<file path="src/rtl/velocity_ring_pkg.sv">
// Shared constants for the velocity ring: fragment layout, null fragment and
// controller state encoding.
package velocity_ring_pkg;

   localparam int FRAG_W   = 106;
   localparam int CELL_W   = 8;
   localparam int NULL_BIT = 96;
   localparam int ADDR_LSB = 97;

   localparam logic [FRAG_W-1:0] NULL_FRAG = FRAG_W'(1) << NULL_BIT;

   localparam logic [1:0] ST_IDLE   = 2'd0;
   localparam logic [1:0] ST_INJECT = 2'd1;
   localparam logic [1:0] ST_DRAIN  = 2'd2;
   localparam logic [1:0] ST_DONE   = 2'd3;

   function automatic logic [FRAG_W-ADDR_LSB-1:0] frag_addr(input logic [FRAG_W-1:0] frag);
      return frag[FRAG_W-1:ADDR_LSB];
   endfunction

endpackage

</file>
<file path="src/rtl/velocity_slot_timer.sv">
// Free-running slot phase counter; resets to the last phase so it stays in
// lock-step with the ring nodes, which share the same reset.
module velocity_slot_timer #(
   parameter int SLOT_LEN = 16,
   parameter int PH_W     = 4
) (
   input  logic            clk,
   input  logic            reset,
   output logic [PH_W-1:0] phase,
   output logic            boundary
);

   assign boundary = (phase == PH_W'(SLOT_LEN - 1));

   always_ff @(posedge clk) begin
      if (reset)
         phase <= PH_W'(SLOT_LEN - 1);
      else if (boundary)
         phase <= '0;
      else
         phase <= phase + 1'b1;
   end

endmodule

</file>
<file path="src/rtl/velocity_ring_ctrl.sv">
// Velocity ring sequencer: accepts one fragment per source per slot on the
// boundary, holds it on the injection buses for a full slot, then waits for drain.
module velocity_ring_ctrl
   import velocity_ring_pkg::*;
#(
   parameter int NNODES      = 8,
   parameter int SLOT_LEN    = 16,
   parameter int DRAIN_SLOTS = 4,
   parameter int CNT_W       = 16
) (
   input  logic              clk,
   input  logic              reset,
   input  logic              start,
   input  logic              inject_done,
   input  logic              ref_valid,
   output logic              ref_ready,
   input  logic [FRAG_W-1:0] ref_data,
   input  logic [CELL_W-1:0] ref_cell,
   input  logic              nei_valid,
   output logic              nei_ready,
   input  logic [FRAG_W-1:0] nei_data,
   input  logic [CELL_W-1:0] nei_cell,
   input  logic [NNODES-1:0] node_rempty,
   output logic [FRAG_W-1:0] inj_ref,
   output logic [CELL_W-1:0] inj_ref_cell,
   output logic [NNODES-1:0] inj_ref_sel,
   output logic [FRAG_W-1:0] inj_nei,
   output logic [CELL_W-1:0] inj_nei_cell,
   output logic [NNODES-1:0] inj_nei_sel,
   output logic [3:0]        slot_phase,
   output logic              busy,
   output logic              done,
   output logic [CNT_W-1:0]  ref_count,
   output logic [CNT_W-1:0]  nei_count,
   output logic [1:0]        state
);

   localparam int SEL_W = $clog2(NNODES);
   localparam int DC_W  = $clog2(DRAIN_SLOTS + 1);

   logic            boundary;
   logic [DC_W-1:0] drain_cnt;
   logic [NNODES-1:0] ref_sel_next, nei_sel_next;

   velocity_slot_timer #(.SLOT_LEN(SLOT_LEN), .PH_W(4)) u_timer (
      .clk      (clk),
      .reset    (reset),
      .phase    (slot_phase),
      .boundary (boundary)
   );

   // Handshake: a fragment moves when valid && ready; ready only rises on the
   // boundary cycle while injecting, so at most one transfer per source per slot.
   assign ref_ready = (state == ST_INJECT) && boundary;
   assign nei_ready = (state == ST_INJECT) && boundary;
   assign busy      = (state != ST_IDLE);
   assign done      = (state == ST_DONE);

   always_comb begin
      ref_sel_next = '0;
      nei_sel_next = '0;
      ref_sel_next[ref_cell[SEL_W-1:0]] = 1'b1;
      nei_sel_next[nei_cell[SEL_W-1:0]] = 1'b1;
   end

   always_ff @(posedge clk) begin
      if (reset) begin
         state        <= ST_IDLE;
         drain_cnt    <= '0;
         inj_ref      <= NULL_FRAG;
         inj_ref_cell <= '0;
         inj_ref_sel  <= '0;
         inj_nei      <= NULL_FRAG;
         inj_nei_cell <= '0;
         inj_nei_sel  <= '0;
         ref_count    <= '0;
         nei_count    <= '0;
      end else begin
         case (state)
            ST_IDLE: begin
               if (start) begin
                  state     <= ST_INJECT;
                  ref_count <= '0;
                  nei_count <= '0;
                  drain_cnt <= '0;
               end
            end
            ST_INJECT: begin
               if (boundary) begin
                  if (ref_valid) begin
                     inj_ref      <= ref_data;
                     inj_ref_cell <= ref_cell;
                     inj_ref_sel  <= ref_sel_next;
                     if (ref_count != '1) ref_count <= ref_count + 1'b1;
                  end else begin
                     inj_ref      <= NULL_FRAG;
                     inj_ref_cell <= '0;
                     inj_ref_sel  <= '0;
                  end
                  if (nei_valid) begin
                     inj_nei      <= nei_data;
                     inj_nei_cell <= nei_cell;
                     inj_nei_sel  <= nei_sel_next;
                     if (nei_count != '1) nei_count <= nei_count + 1'b1;
                  end else begin
                     inj_nei      <= NULL_FRAG;
                     inj_nei_cell <= '0;
                     inj_nei_sel  <= '0;
                  end
                  if (inject_done && !ref_valid && !nei_valid) begin
                     state     <= ST_DRAIN;
                     drain_cnt <= '0;
                  end
               end
            end
            ST_DRAIN: begin
               // Completion needs DRAIN_SLOTS consecutive all-empty boundaries.
               if (boundary) begin
                  if (&node_rempty) begin
                     drain_cnt <= drain_cnt + 1'b1;
                     if (drain_cnt == DC_W'(DRAIN_SLOTS - 1)) state <= ST_DONE;
                  end else begin
                     drain_cnt <= '0;
                  end
               end
            end
            default: state <= ST_IDLE;
         endcase
      end
   end

endmodule

</file>
<file path="config.mk">
export PLATFORM = sky130hd
export DESIGN_NAME = velocity_ring_ctrl
export DESIGN_NICKNAME = d
export VERILOG_FILES = /design/src/rtl/velocity_ring_pkg.sv /design/src/rtl/velocity_slot_timer.sv /design/src/rtl/velocity_ring_ctrl.sv
export SDC_FILE = /design/constraint.sdc
export NUM_CORES = 1
export LEC_CHECK = 0
export CAP_MARGIN = 10
export CORE_AREA = 2 2 207 209
export CTS_CLUSTER_DIAMETER = 120
export DETAILED_ROUTE_END_ITERATION = 6
export DIE_AREA = 0 0 209 211
export DONT_BUFFER_PORTS = 1
export HOLD_SLACK_MARGIN = 0.02
export PLACE_DENSITY = 0.36
export REMOVE_ABC_BUFFERS = 1
export SLEW_MARGIN = 20
export SYNTH_ARGS = -nofsm -noshare
export SYNTH_HDL_FRONTEND = slang
export SYNTH_SLANG_ARGS = --single-unit
</file>
<file path="constraint.sdc">
create_clock -name clk -period 2.8 [get_ports clk]
set_input_delay 0.84 -clock clk [delete_from_list [all_inputs] [get_ports clk]]
set_output_delay 0.84 -clock clk [all_outputs]
set_load 0.05 [all_outputs]
</file>
==> flow_metrics.env <==
export IMPL_outcome="finished, final reports clean"
export IMPL_hold_viol=0
export IMPL_hold_path_class="in2reg"
export IMPL_cpPeakStageDelay_ns=0.34
export IMPL_timing_final_crit_share=0.957
export IMPL_yosysMostFrequentCell="dfxtp_1"
export IMPL_clkTransAtPathRegs_ns=0.06
export IMPL_rsz0062_at_grt="no"
export IMPL_synth_seq_area_share=0.521
export IMPL_die_width_um=209
export IMPL_antenna_found_initial=1
export IMPL_relSlewSlack=0.540
export IMPL_fp_dieH_um=211
export IMPL_place_gp_congestion=0.758
export IMPL_initial_utilization=0.262
export IMPL_drc=0
export IMPL_maxCapViolations=0
export IMPL_synth_top_area_frac=0.521
export IMPL_path_class="reg2out"
export IMPL_rows=75
export IMPL_synth_cells=1358
export IMPL_syn_area_um2=10900
export IMPL_grt_max_degree=269
export IMPL_cts_made_buffers=36
export IMPL_vias_per_cell=5.08
export IMPL_ir_worst_vdd_uv=382
export IMPL_vias=9628
export IMPL_critPathArrivalTime_ns=1.84
export IMPL_clock_sinks=285
export IMPL_grt_use_total=0.174
export IMPL_core_area_um2=41800
export IMPL_drv_slew=0
export IMPL_final_cells=1895
export IMPL_post_cts_buffers=0
export IMPL_crit_required_ns=1.96
export IMPL_dr_first_iter_drc_count=755
export IMPL_synth_cell_types=55
export IMPL_synth_edf_count=0
export IMPL_worstMarginPinSlew_ns=0.690
export IMPL_post_place_cells=1832
export IMPL_finalSetupTns_ns=0
export IMPL_cts_max_level=2
export IMPL_synthTopCellsByArea="dfxtp_1, a21oi_1, nand3_1"
export IMPL_crit_path_end_kind="output port"
export IMPL_syn_area_per_cell_um2=8.06
export IMPL_area_growth_pct=17.7
export IMPL_io_pins=528
export IMPL_firstDrtPassIters=6
export IMPL_timing_critical_path_cells="ha_1 -> and3_4 -> nand2_8 -> inv_8 -> buf_16"
export IMPL_cp_slowest_cell="dfxtp_1"
export IMPL_finalSetupViolations=0
export IMPL_path_buf_inv=2
export IMPL_grt_pass1_wl_mm=59.8
export IMPL_drt_antenna_violating_nets=0
export IMPL_grt_overflow=0
export IMPL_insertion_delay_ns=0.52
export IMPL_cts_hold_buf=0
export IMPL_fmax_mhz=373
export IMPL_grt_pass1_vias=9169
export IMPL_dp_final_hpwl_mm=27.0
export IMPL_finalHoldWorstSlack_ns=0.401
export IMPL_ys_warn_count=0
export IMPL_yosysTopAreaCell="dfxtp_1"
export IMPL_cts_root_buf="clkbuf_16"
export IMPL_period_needed_ns=2.68
export IMPL_rrSetupSlack_ns=0.45
export IMPL_synth_seq_cells=285
export IMPL_startpoint_type="flop"
export IMPL_layout_drive_gt1_share=0.0886
export IMPL_drt_wirelength_per_cell_um=21.8
export IMPL_cts_tree="built"
export IMPL_nets=1585
export IMPL_crit_family="buffers and inverters"
export IMPL_clock_skew_ns=0.00983
export IMPL_p_leak_uw=0.00423
export IMPL_p_per_area_nw_per_um2=866
export IMPL_crit_path_max_fanout=13
export IMPL_ys_flop_type="dfxtp_1"
export IMPL_yosys_top_cells_count="dfxtp_1, nand2_1, a21oi_1"
export IMPL_async_flop_share=0
export IMPL_port_buffers=0
export IMPL_fp_dieArea_um2=44100
export IMPL_routed_wl_mm=41.2
export IMPL_clk_path_buf_depth=3
per-stage QoR:
step	power, µW	cell area, µm²	utilization	worst slack (ns)
final	11200	12900	0.309	0.119
after global routing	11700	12900	0.309	0.0108
after CTS	11300	12800	0.307	0.00829
after detailed placement	6550	11600	0.279	0.514
after global placement	6550	11600	0.279	0.562
after floorplan	5980	10500	-	-2.51
worst paths after layout:
kind / from / endpoint / cells past startpoint
setup / recovery: u_timer.phase[1] / nei_ready / 5
hold reg to reg: drain_cnt[2] / drain_cnt[2] / 2
setup reg to reg: u_timer.phase[1] / nei_count[7] / 8
hold / removal: reset / inj_nei[64] / 1
cells by family (layout without fill, tap and decap cells):
logic type | Yosys count | in the layout | share of synthesized area
mux | 5 | 5 | 0.00457
compound gates | 324 | 324 | 0.165
fa+ha+maj | 10 | 10 | 0.0114
other cells | 0 | 1 | 0
flops | 285 | 285 | 0.521
simple gates | 601 | 601 | 0.250
buf+inv | 132 | 129 | 0.0464
xor+xnor | 1 | 1 | 0.000800
final cells by class:
| type | count | area [µm²] |
|---|---|---|
| Clock inverter | 8 | 103 |
| Multi-Input combinational cell | 941 | 4740 |
| Sequential cell | 285 | 5710 |
| Timing Repair Buffer | 55 | 505 |
| Inverter | 14 | 60.1 |
| Tap cell | 539 | 674 |
| Clock buffer | 52 | 1090 |
| Fill cell | 4504 | 28900 |
| Antenna cell | 1 | 2.50 |
cell usage in the layout (no fill, tap or decap), types with 9 or more instances in the layout:
| cell type | synthesis | routed |
|---|---|---|
| clkbuf_8 | 0 | 11 |
| ha_1 | 10 | 10 |
| nor3_1 | 11 | 11 |
| buf_4 | 2 | 49 |
| inv_1 | 12 | 12 |
| nand2_1 | 258 | 258 |
| dfxtp_1 | 285 | 285 |
| nand4_1 | 12 | 12 |
| a21oi_1 | 252 | 252 |
| nor2_1 | 34 | 34 |
| o21ai_0 | 12 | 12 |
| and3_1 | 9 | 9 |
| nand3_1 | 244 | 244 |
| clkbuf_16 | 0 | 39 |
routing by layer:
layer	part of all wire	track usage	wire, µm
met5	0	0	0
met3	0.089	0.0703	3670
met2	0.49	0.295	20400
met4	0.029	0.0665	1200
met1	0.39	0.197	16000
state kept, by name, indices dropped and copies added, names as in the netlist:
signal,cells
nei_count,16
ref_count,16
drain_cnt,3
inj_ref,106
inj_ref_cell,8
inj_nei_sel,8
u_timer.phase,4
inj_nei_cell,8
inj_nei,106
inj_ref_sel,8
state,2
power by group:
group	switching, µW	internal, µW	total (µW)	leakage (µW)
combinational	1100	454	1550	0.00134
sequential	681	4240	4920	0.00230
clock	1810	2880	4690	0.000585
total	3590	7580	11200	0.00423
what timing repair did:
action                     4_1_cts  5_1_grt
cloned                           0        2
hold endpoints to repair         0        0
setup endpoints to repair        2        2
resized for setup                1        0
pin swaps                        0        0
No activity file was read; power rests on OpenSTA's default activity.
